--- config.mk ---
export PLATFORM = sky130hd
export DESIGN_NAME = mul_norm_pipe
export DESIGN_NICKNAME = d
export VERILOG_FILES = /design/src/rtl/mul_norm_pipe.sv
export SDC_FILE = /design/constraint.sdc
export NUM_CORES = 1
export LEC_CHECK = 0
export ABC_AREA = 1
export CAP_MARGIN = 40
export CORE_MARGIN = 2
export CORE_UTILIZATION = 60
export CTS_CLUSTER_DIAMETER = 200
export CTS_CLUSTER_SIZE = 16
export DETAILED_ROUTE_END_ITERATION = 16
export PLACE_DENSITY = 0.95
export REMOVE_ABC_BUFFERS = 1
export SLEW_MARGIN = 20
export SYNTH_ARGS = -nofsm -noshare
export SYNTH_HDL_FRONTEND = slang
export SYNTH_SLANG_ARGS = --single-unit
--- constraint.sdc ---
create_clock -name clk -period 6.1 [get_ports clk]
set_input_delay 1.525 -clock clk [delete_from_list [all_inputs] [get_ports clk]]
set_output_delay 1.525 -clock clk [all_outputs]
set_load 0.05 [all_outputs]
--- src/rtl/mul_norm_pipe.sv ---
// Two-stage leading-zero/leading-one counter and left normaliser.
// S1 registers the (optionally inverted) operand; S2 registers the count, all-same flag and shifted mantissa.
module mul_norm_pipe #(
    parameter int INPUT_WIDTH = 48,
    parameter int TAG_WIDTH   = 4,
    localparam int CNT_WIDTH  = $clog2(INPUT_WIDTH + 1)
) (
    input  logic                   clk,
    input  logic                   rst_n,
    input  logic                   in_valid,
    output logic                   in_ready,
    input  logic [INPUT_WIDTH-1:0] in_data,
    input  logic                   in_lead_sel,
    input  logic [TAG_WIDTH-1:0]   in_tag,
    output logic                   out_valid,
    input  logic                   out_ready,
    output logic [CNT_WIDTH-1:0]   out_zero_nums,
    output logic                   out_all_same,
    output logic [INPUT_WIDTH-1:0] out_norm,
    output logic [TAG_WIDTH-1:0]   out_tag
);

    localparam int LOGP = $clog2(INPUT_WIDTH);
    localparam int PW   = 1 << LOGP;
    localparam int TW   = LOGP + 1;

    logic                   en;
    logic                   s1_valid;
    logic [INPUT_WIDTH-1:0] s1_x;
    logic [INPUT_WIDTH-1:0] s1_data;
    logic [TAG_WIDTH-1:0]   s1_tag;

    assign en       = !out_valid || out_ready;
    assign in_ready = en;

    always_ff @(posedge clk or negedge rst_n) begin
        if (!rst_n) begin
            s1_valid <= 1'b0;
            s1_x     <= '0;
            s1_data  <= '0;
            s1_tag   <= '0;
        end else if (en) begin
            s1_valid <= in_valid;
            if (in_valid) begin
                s1_x    <= in_lead_sel ? ~in_data : in_data;
                s1_data <= in_data;
                s1_tag  <= in_tag;
            end
        end
    end

    // Trailing 1s in the padding stop the count from running past the real LSB.
    logic [PW-1:0] xp;
    always_comb begin
        xp = '1;
        xp[PW-1 -: INPUT_WIDTH] = s1_x;
    end

    // Heap-indexed halving tree: node k has children 2k (upper half) and 2k+1 (lower half).
    logic          zt [1:2*PW-1];
    logic [TW-1:0] ct [1:2*PW-1];

    for (genvar j = 0; j < PW; j++) begin : g_leaf
        assign zt[PW+j] = ~xp[PW-1-j];
        assign ct[PW+j] = '0;
    end

    for (genvar l = 1; l <= LOGP; l++) begin : g_lvl
        for (genvar i = 0; i < (PW >> l); i++) begin : g_node
            localparam int K = (PW >> l) + i;
            assign zt[K] = zt[2*K] & zt[2*K+1];
            assign ct[K] = zt[2*K] ? (TW'(1 << (l - 1)) | ct[2*K+1]) : ct[2*K];
        end
    end

    logic [TW-1:0]          cnt_full;
    logic [CNT_WIDTH-1:0]   cnt;
    logic [INPUT_WIDTH-1:0] sh;

    assign cnt_full = zt[1] ? TW'(INPUT_WIDTH) : ct[1];
    assign cnt      = CNT_WIDTH'(cnt_full);

    always_comb begin
        sh = s1_data;
        for (int b = 0; b < CNT_WIDTH; b++) begin
            if (cnt[b]) sh = sh << (1 << b);
        end
    end

    always_ff @(posedge clk or negedge rst_n) begin
        if (!rst_n) begin
            out_valid     <= 1'b0;
            out_zero_nums <= '0;
            out_all_same  <= 1'b0;
            out_norm      <= '0;
            out_tag       <= '0;
        end else if (en) begin
            out_valid <= s1_valid;
            if (s1_valid) begin
                out_zero_nums <= cnt;
                out_all_same  <= (s1_x == '0);
                out_norm      <= sh;
                out_tag       <= s1_tag;
            end
        end
    end

endmodule

==> impl_metrics.toml <==
[logic_synthesis]
syn_avg_cell_area_um2 = 6.870
ys_ff_latch = 161
yosysSeqAreaShare_pct = 40.61
yosys_warnings = 0
syn_area_um2 = 9921
synth_cells = 1444
synth_flop_cell = "dfrtp_1"
synth_top_cell_by_area = "dfrtp_1"
synth_edf_count = 0
synth_cell_type_count = 29
yosys.cell_count.top_type = "nand2_1"
synth_common_cells = "nand2_1 (496), nand3_1 (264), dfrtp_1 (161)"
async_flop_share_pct = 100.0
synth_area_leaders = "dfrtp_1 (41%), nand2_1 (19%), nand3_1 (13%), o21ai_0 (5.9%), xnor2_1 (4.2%)"
yosysTopAreaCellShare_pct = 40.61

[die]
num_rows = 47
io_pins = 118
die_y_um = 132.6
core_region_area_um2 = 16350
start_util_pct = 60.68
dieArea_um2 = 17580
die_w_um = 132.6

[worst_setup_path]
max_stage_delay_ns = 0.82
cp-end-kind = "primary output"
cp_cell_sequence = "clkdlybuf4s50_1 > nor2_1 > inv_1 > clkdlybuf4s50_1"
cp_common_cell = "clkdlybuf4s50_1"
path_max_fanout = 4
cp.arrival_ns = 2.98
ff2ff_path_depth = 16
r2r-end = "out_norm[47]"
crit_type = "in -> out"
cp-start-kind = "primary input"
ff2ff_setup_slack_ns = 2.36
cpMaxStageDelayCell = "clkdlybuf4s50_1"
r2r_start = "s1_x[37]"
crit_start = "out_ready"
cp.required_ns = 4.58

[min_path]
hp-class = "reg -> reg"
min_from = "out_norm[31]"
min_to = "out_norm[31]"
holdPathStages = 2

[final_layout]
fin_util_pct = 72.44
antenna_cells = 0
fin_nets = 1560
drive_above_1_share_pct = 4.947
final_area_um2 = 11840
synthToLayoutAreaGrowth_pct = 19.37
num-fill-cells = 1262

[clocking]
ctsResizeCount = 0
clk_latency_ns = 0.45
cts-root-buf = "clkbuf_16"
cts_max_level = 4
numClockSinks = 161
cts_buffers = 17
postCtsSetupBuffers = 0
cts_tree = "done"
cts.path.max_buffers = 2
hold_buffers = 0
clk_pin_slew_ns = 0.06

[pwr]
power_density_nw_per_um2 = 452.8
power.switching_mw = 2.519
p_int_mw = 2.844
power_frac_comb_pct = 49.7
pwr-share-clk_pct = 21.5
peakVddDrop_v = 0.0002980
netSwitchingFraction_pct = 46.97
p_seq_share_pct = 28.8
leakage_nw = 5.696

[sta]
slew_headroom_pct = 44.94
hold_viol_final = 0
period_share_pct = 73.88
setup_tns_ns = 0
finClkSkew_ns = 0.01143
timing.hold.ws_ns = 0.4787
worstMarginPinSlew_ns = 0.8259
period_needed_ns = 4.506
slew_viol_final = 0
setup_violations = 0
clock.fmax_mhz = 221.9
rsz0062_at_grt = "no"

[run]
drv_cap = 0

[route]
vias = 10607
routed_wl_mm = 29.65
drtIter0Drc = 1680
drt-wirelength-per-cell_um = 17.08
via_per_inst = 6.110
drtAntennaViolNets = 0
route.detailed.drc = 0
drtPass1Iterations = 7

[global_routing]
antenna_found_initial = 0
grt_overflow = 0
grt_usage_pct = 34.16
grt_first_pass_wirelength_mm = 48.73
first_global_vias = 9980
grt_max_degree = 94

[place]
place_congestion = 1.035
dpl_cell_area_um2 = 11110
io_buffers = 117
dp_hpwl_mm = 19.26

[run_status]
status = "finished, final reports clean"
layout make-up:
cell class                      count  area [um^2]  area share (%)
Clock buffer                       17        425.4           3.592
Clock inverter                     15        192.7           1.627
Inverter                           81        304.0           2.567
Multi-Input combinational cell   1106         5189           43.81
Sequential cell                   161         4029           34.02
Tap cell                          220        275.3           2.324
Timing Repair Buffer              136         1428           12.05
power by group through the flow:
stage | clock network (mW) | logic, mW | registers, mW
floorplan | 0 | 1.18 | 2.10
CTS | 1.15 | 2.60 | 1.54
global placement | 0 | 2.51 | 1.54
detailed placement | 0 | 2.57 | 1.55
finish | 1.15 | 2.67 | 1.54
global route | 1.19 | 2.89 | 1.57
critical path, delay by kind of cell:
kind	cells	cell delay (ns)
buffers and inverters	3	1.40
AND/OR/NAND/NOR	1	0.05
stage by stage:
| step | total power [mW] | setup slack, ns | instances |
|---|---|---|---|
| 6_report | 5.363 | 1.594 | 1736 |
| 3_3_place_gp | 4.052 | 1.634 | 1697 |
| 5_1_grt | 5.649 | 1.579 | 1736 |
| 2_1_floorplan | 3.278 | 1.251 | 1348 |
| 3_5_place_dp | 4.123 | 1.603 | 1699 |
| 4_1_cts | 5.282 | 1.604 | 1731 |
cell usage in the layout, fill, tap and decap left out, types with 4 or more instances in the layout:
master and n:
a21oi_1 22, buf_16 4, buf_4 12, clkbuf_16 17, clkdlybuf4s50_1 115, dfrtp_1 161
inv_1 73, inv_2 5, inv_6 8, nand2_1 495, nand2_2 5, nand3_1 264
nand4_1 58, nor2_1 56, nor2_2 6, o21ai_0 117, o21ai_1 19, xnor2_1 48
metal layers:
| layer | vias to the layer above | share of wire [%] | track usage, % |
|---|---|---|---|
| li1 | 4893 | - | - |
| met1 | 4939 | 38 | 43.08 |
| met2 | 652 | 49 | 57.05 |
| met3 | 123 | 9.0 | 6.513 |
| met4 | 0 | 4.2 | 16.01 |
| met5 | - | 0 | 0 |
registers in the layout, summed over array words and instances (netlist names):
register	cells
out_tag	4
out_all_same	1
out_norm	48
out_zero_nums	6
out_valid	1
s1_valid	1
s1_x	48
s1_tag	4
s1_data	48
worst max path at each step:
| stage | end | cells after the start |
|---|---|---|
| floorplan | s1_data[10] | 5 |
| global placement | in_ready | 4 |
| detailed placement | in_ready | 4 |
| CTS | in_ready | 4 |
| global route | in_ready | 4 |
| finish | in_ready | 4 |
cell families after synthesis:
group / count (synthesis) / share of synthesized area [%]
DFF: 161 / 40.61
AOI/OAI and AO/OA: 165 / 8.526
buffers and inverters: 177 / 7.138
and+or+nand+nor: 893 / 39.49
xor gates and xnor gates: 48 / 4.238
No activity file was read; power rests on OpenSTA's default activity.
